File: config.mk
export PLATFORM = sky130hd
export DESIGN_NAME = ps2_key_framer
export DESIGN_NICKNAME = d
export VERILOG_FILES = /design/src/rtl/ps2_key_framer.sv
export SDC_FILE = /design/constraint.sdc
export NUM_CORES = 1
export LEC_CHECK = 0
export ABC_AREA = 1
export BUFFER_PORTS_ARGS = -buffer_cell sky130_fd_sc_hd__buf_2
export CORE_ASPECT_RATIO = 0.75
export CORE_MARGIN = 2
export CORE_UTILIZATION = 45
export CTS_CLUSTER_SIZE = 14
export DETAILED_ROUTE_END_ITERATION = 8
export HOLD_SLACK_MARGIN = 0.12
export PLACE_DENSITY = 0.7
export SETUP_SLACK_MARGIN = 0.02
export SYNTH_ARGS = -nofsm -noshare
export SYNTH_HDL_FRONTEND = slang
export SYNTH_SLANG_ARGS = --single-unit
File: constraint.sdc
create_clock -name clk_sys -period 2.3 [get_ports clk_sys]
set_clock_uncertainty 0.2 [all_clocks]
set_input_delay 0.46 -clock clk_sys [delete_from_list [all_inputs] [get_ports clk_sys]]
set_output_delay 0.46 -clock clk_sys [all_outputs]
set_load 0.005 [all_outputs]
File: src/rtl/ps2_key_framer.sv
// PS/2 device-to-host receiver: conditions the raw pins, deserialises frames and folds prefix bytes
// into one 65-bit toggle-flagged event word. Define PS2_KEY_MULTIBYTE_EN to merge Pause and Print Screen.
module ps2_key_framer #(
  parameter int FILT    = 8,
  parameter int TIMEOUT = 60000
) (
  input  logic        clk_sys,
  input  logic        reset_n,
  input  logic        ps2_clk,
  input  logic        ps2_data,
  output logic [64:0] ps2_key,
  output logic        frame_err
);

  localparam int FW = $clog2(FILT + 1);
  localparam int TW = $clog2(TIMEOUT + 1);

  typedef enum logic [1:0] {
    ST_IDLE   = 2'd0,
    ST_DATA   = 2'd1,
    ST_PARITY = 2'd2,
    ST_STOP   = 2'd3
  } state_t;

  function automatic logic odd_parity_ok(input logic [7:0] data, input logic par);
    return ^{data, par};
  endfunction

  function automatic logic is_prefix(input logic [7:0] b);
    return (b == 8'hE0) || (b == 8'hF0);
  endfunction

  logic [1:0]    clk_sync_r;
  logic [1:0]    data_sync_r;
  logic          filt_clk_r;
  logic [FW-1:0] filt_cnt_r;
  logic          strobe_s;
  logic          data_s;

  state_t        state_r;
  logic [2:0]    bit_cnt_r;
  logic [7:0]    shift_r;
  logic [63:0]   acc_r;
  logic [3:0]    cnt_r;
  logic [TW-1:0] idle_cnt_r;

  logic [63:0]   acc_next_s;
  logic [3:0]    cnt_next_s;
  logic          complete_s;

  assign data_s = data_sync_r[1];

  // Synchronise both pins and debounce the clock line into filt_clk_r.
  always_ff @(posedge clk_sys) begin
    if (!reset_n) begin
      clk_sync_r  <= 2'b11;
      data_sync_r <= 2'b11;
      filt_clk_r  <= 1'b1;
      filt_cnt_r  <= {FW{1'b0}};
    end else begin
      clk_sync_r  <= {clk_sync_r[0], ps2_clk};
      data_sync_r <= {data_sync_r[0], ps2_data};
      if (clk_sync_r[1] != filt_clk_r) begin
        if (filt_cnt_r == FW'(FILT - 1)) begin
          filt_clk_r <= clk_sync_r[1];
          filt_cnt_r <= {FW{1'b0}};
        end else begin
          filt_cnt_r <= filt_cnt_r + FW'(1);
        end
      end else begin
        filt_cnt_r <= {FW{1'b0}};
      end
    end
  end

  // Strobe fires on the cycle the filtered clock is about to fall, so data is sampled in step with it.
  always_comb begin
    strobe_s = 1'b0;
    if (filt_clk_r && !clk_sync_r[1] && (filt_cnt_r == FW'(FILT - 1))) begin
      strobe_s = 1'b1;
    end else begin
      strobe_s = 1'b0;
    end
  end

  // Decide whether the byte in shift_r closes the current scan-code sequence.
  always_comb begin
    acc_next_s = {acc_r[55:0], shift_r};
    cnt_next_s = cnt_r + 4'd1;
    complete_s = 1'b0;
`ifdef PS2_KEY_MULTIBYTE_EN
    if (cnt_next_s == 4'd8) begin
      complete_s = 1'b1;
    end else if (acc_next_s[{cnt_r[2:0], 3'b000} +: 8] == 8'hE1) begin
      // First byte of the sequence was E1: Pause runs to eight bytes.
      complete_s = 1'b0;
    end else if (is_prefix(shift_r)) begin
      complete_s = 1'b0;
    end else if ((cnt_next_s == 4'd2) && (acc_next_s[15:0] == 16'hE012)) begin
      complete_s = 1'b0;
    end else if ((cnt_next_s == 4'd3) && (acc_next_s[23:0] == 24'hE0F07C)) begin
      complete_s = 1'b0;
    end else begin
      complete_s = 1'b1;
    end
`else
    if (cnt_next_s == 4'd8) begin
      complete_s = 1'b1;
    end else if (is_prefix(shift_r) || (shift_r == 8'hE1)) begin
      complete_s = 1'b0;
    end else begin
      complete_s = 1'b1;
    end
`endif
  end

  // Frame FSM, sequencer and idle timeout; all outputs are registered here.
  always_ff @(posedge clk_sys) begin
    if (!reset_n) begin
      state_r    <= ST_IDLE;
      bit_cnt_r  <= 3'd0;
      shift_r    <= 8'h00;
      acc_r      <= 64'd0;
      cnt_r      <= 4'd0;
      idle_cnt_r <= {TW{1'b0}};
      ps2_key    <= 65'd0;
      frame_err  <= 1'b0;
    end else begin
      frame_err <= 1'b0;
      if (strobe_s) begin
        idle_cnt_r <= {TW{1'b0}};
        case (state_r)
          ST_IDLE: begin
            if (!data_s) begin
              state_r   <= ST_DATA;
              bit_cnt_r <= 3'd0;
            end else begin
              state_r <= ST_IDLE;
            end
          end
          ST_DATA: begin
            shift_r   <= {data_s, shift_r[7:1]};
            bit_cnt_r <= bit_cnt_r + 3'd1;
            if (bit_cnt_r == 3'd7) begin
              state_r <= ST_PARITY;
            end else begin
              state_r <= ST_DATA;
            end
          end
          ST_PARITY: begin
            if (odd_parity_ok(shift_r, data_s)) begin
              state_r <= ST_STOP;
            end else begin
              state_r   <= ST_IDLE;
              frame_err <= 1'b1;
              acc_r     <= 64'd0;
              cnt_r     <= 4'd0;
            end
          end
          ST_STOP: begin
            state_r <= ST_IDLE;
            if (!data_s) begin
              frame_err <= 1'b1;
              acc_r     <= 64'd0;
              cnt_r     <= 4'd0;
            end else if (complete_s) begin
              // Bytes and toggle move together so a consumer never sees a toggle with stale bytes.
              ps2_key <= {~ps2_key[64], acc_next_s};
              acc_r   <= 64'd0;
              cnt_r   <= 4'd0;
            end else begin
              acc_r <= acc_next_s;
              cnt_r <= cnt_next_s;
            end
          end
          default: begin
            state_r <= ST_IDLE;
          end
        endcase
      end else if ((state_r != ST_IDLE) || (cnt_r != 4'd0)) begin
        if (idle_cnt_r == TW'(TIMEOUT - 1)) begin
          idle_cnt_r <= {TW{1'b0}};
          frame_err  <= (state_r != ST_IDLE);
          state_r    <= ST_IDLE;
          acc_r      <= 64'd0;
          cnt_r      <= 4'd0;
        end else begin
          idle_cnt_r <= idle_cnt_r + TW'(1);
        end
      end else begin
        idle_cnt_r <= {TW{1'b0}};
      end
    end
  end

endmodule

==> results.toml <==
[status]
outcome = "complete, no violations"

[critical_path]
worstPathMaxFanout = 25
critPathLaunchType = "flip-flop"
cp.required_ns = 2.45
arrival_ns = 2.25
worstSetupEndpointType = "flip-flop"
critPathKind = "reg2reg"

[final_layout]
antenna_cells = 0
nets = 879
postLayoutCoreUtil_pct = 53.82
syn2layout_area_growth_pct = 17.57
fin_cells = 1052
final_cell_mix = "175 x nand2_1, 163 x dfxtp_1, 148 x nor2_1"
drive_above_1_share_pct = 15.74
final_common_cell = "nand2_1"

[timing]
fin_ws_ns = 0.2049
finalMaxSlewViolations = 0
fmax_ghz = 0.4773
hold_violations = 0
relSlewSlack_pct = 67.55
worst_hold_slack_ns = 0.2129
fin_crit_ns = 2.095
finalCritPeriodShare_pct = 91.09
finalSetupViolCount = 0
tightest_slew_ns = 0.4861
rsz0062_at_grt = "no"
finalSetupTns_ns = 0

[synthesis]
syn-num-nets = 815
synthCells = 803
synth_seq_cells = 164
ys_seq_area_share_pct = 52.69
yosys_warnings = 0
synth_cell_types = 38
avgSynthCellArea_um2 = 7.760
netlist_area_um2 = 6231

[global_route]
grt-ovfl-total = 0
grt_max_degree = 43
grt_pass1_wl_um = 22310
grt_pass1_vias = 4722
grt_use_total_pct = 18.23
grt_antenna_before_repair = 0

[placement]
hpwl_um = 8699
post-place-ws_ns = 0.2191
place_congestion = 0.7904
port_buffers = 69
dp.cells = 1021

[die]
start_util_pct = 45.78
placementRows = 37
die_y_um = 105.9
dieArea_um2 = 14810
io_pins = 70
die_x_um = 139.9
coreArea_um2 = 13610

[detailed_routing]
drc = 0
route.vias.total = 5172
ant_nets = 0
wl_per_cell_um = 12.35
first_pass_iters = 5
first_iter_violations = 333
routed_via_density = 4.916
finalWirelength_um = 12990

[power]
powerDensity_nw_per_um2 = 771.5
sw_frac_of_total_pct = 20.30
internal_power_mw = 4.505
p_seq_share_pct = 50.4
p_sw_mw = 1.147
p_comb_share_pct = 1.6
peakVddDrop_v = 0.0005338
clkPwrFrac_pct = 48.0
p_leak_nw = 2.924

[worst_hold_path]
hp-class = "reg2reg"

[clock_tree]
tritoncts = "done"
worstSkewPairLatency_ns = 0.42
post_cts_buffers = 0
clkTransAtPathRegs_ns = 0.06
cts_buffers = 17
clkSinkCount = 164
root_buffer = "clkbuf_16"
cts_max_path_buffers = 2
h-tree-depth = 4

[job]
drv_cap = 0
-- stage by stage --
stage | instance area [um2] | power (mW)
4_1_cts | 7312 | 5.706
5_1_grt | 7326 | 5.827
3_3_place_gp | 6729 | 2.997
3_5_place_dp | 6729 | 2.996
6_report | 7326 | 5.652
2_1_floorplan | 6231 | 2.971
-- layout make-up --
class | count | area [um2]
tap | 175 | 219.0
sequential | 164 | 3284
clock inverter | 9 | 106.4
fill | 1337 | 6285
clock buffer | 20 | 456.7
timing repair buffer | 86 | 528.0
inverter | 42 | 157.7
multi-input combinational | 556 | 2574
-- final timing paths --
kind / start / end / slack, ns / cells after the start
hold / removal: data_sync_r[0] / data_sync_r[1] / 0.21 / 1
setup / recovery: filt_cnt_r[0] / acc_r[33] / 0.20 / 10
hold reg to reg: data_sync_r[0] / data_sync_r[1] / 0.21 / 1
setup reg to reg: filt_cnt_r[0] / acc_r[33] / 0.20 / 10
-- synthesized netlist by cell type, drive strengths merged --
cell type    n  share of area (%)
o21bai       1               0.12
a41oi        1               0.14
and3         1               0.10
clkbuf      16               0.96
xnor2        5               0.70
buf         25                2.7
a21oi       86                7.0
nand3b       2               0.24
dfxtp      164                 53
a211oi       1               0.20
ha           8                1.6
nor4         1               0.20
or2          6               0.60
clkinv       1              0.060
nor3         6               0.74
nor2       151                9.3
o21a         2               0.24
nand3       14                1.1
a31oi        2               0.20
nand4        6               0.60
o21ai       80                6.4
o311ai       1               0.14
xor2         3               0.42
nand2      179                 11
inv         41                2.5
-- power by group through the flow --
stage / logic (mW) / clock network [mW] / registers (mW)
3_3_place_gp: 0.0877 / 0 / 2.91
4_1_cts: 0.0911 / 2.77 / 2.85
2_1_floorplan: 0.0621 / 0 / 2.91
5_1_grt: 0.104 / 2.88 / 2.84
6_report: 0.0904 / 2.72 / 2.85
3_5_place_dp: 0.0874 / 0 / 2.91
-- cells by family (layout without fill, tap and decap cells) --
logic type | Yosys count | count (layout) | share of synthesized area [%]
AOI/OAI and AO/OA | 174 | 174 | 14.44
xor gates and xnor gates | 8 | 8 | 1.125
adders and majority gates | 8 | 8 | 1.606
buffers and inverters | 83 | 157 | 6.205
DFF | 164 | 164 | 52.69
and+or+nand+nor | 366 | 366 | 23.94
-- worst max-delay path: stages (launching register included) --
cell and delay [ns]:
dfxtp_1 0.35, ha_1 0.18, nand2_1 0.08, nor2_2 0.11, nand2_2 0.16, nor3_4 0.19
inv_2 0.07, nor2_4 0.15, buf_4 0.28, nand2_1 0.11, a21oi_1 0.14
-- per-layer routing --
metal | track usage, % | vias up | wire, um
met5 | 0 | - | 0
met4 | 6.571 | 0 | 184
met3 | 3.604 | 21 | 578
met2 | 26.20 | 104 | 5400
met1 | 27.09 | 2339 | 6831
li1 | - | 2708 | -
-- what timing repair did --
item | in CTS | in global routing
hold buffers | 2 | 0
resized for setup | 0 | 3
setup endpoints to repair | 0 | 7
hold endpoints to repair | 2 | 0
-- state kept, by name, indices dropped and copies added (netlist names), 3 cells and up --
| signal | count |
|---|---|
| ps2_key | 65 |
| idle_cnt_r | 16 |
| acc_r | 56 |
| cnt_r | 4 |
| shift_r | 8 |
| filt_cnt_r | 4 |
| bit_cnt_r | 3 |
(Power assumes the default switching activity.)
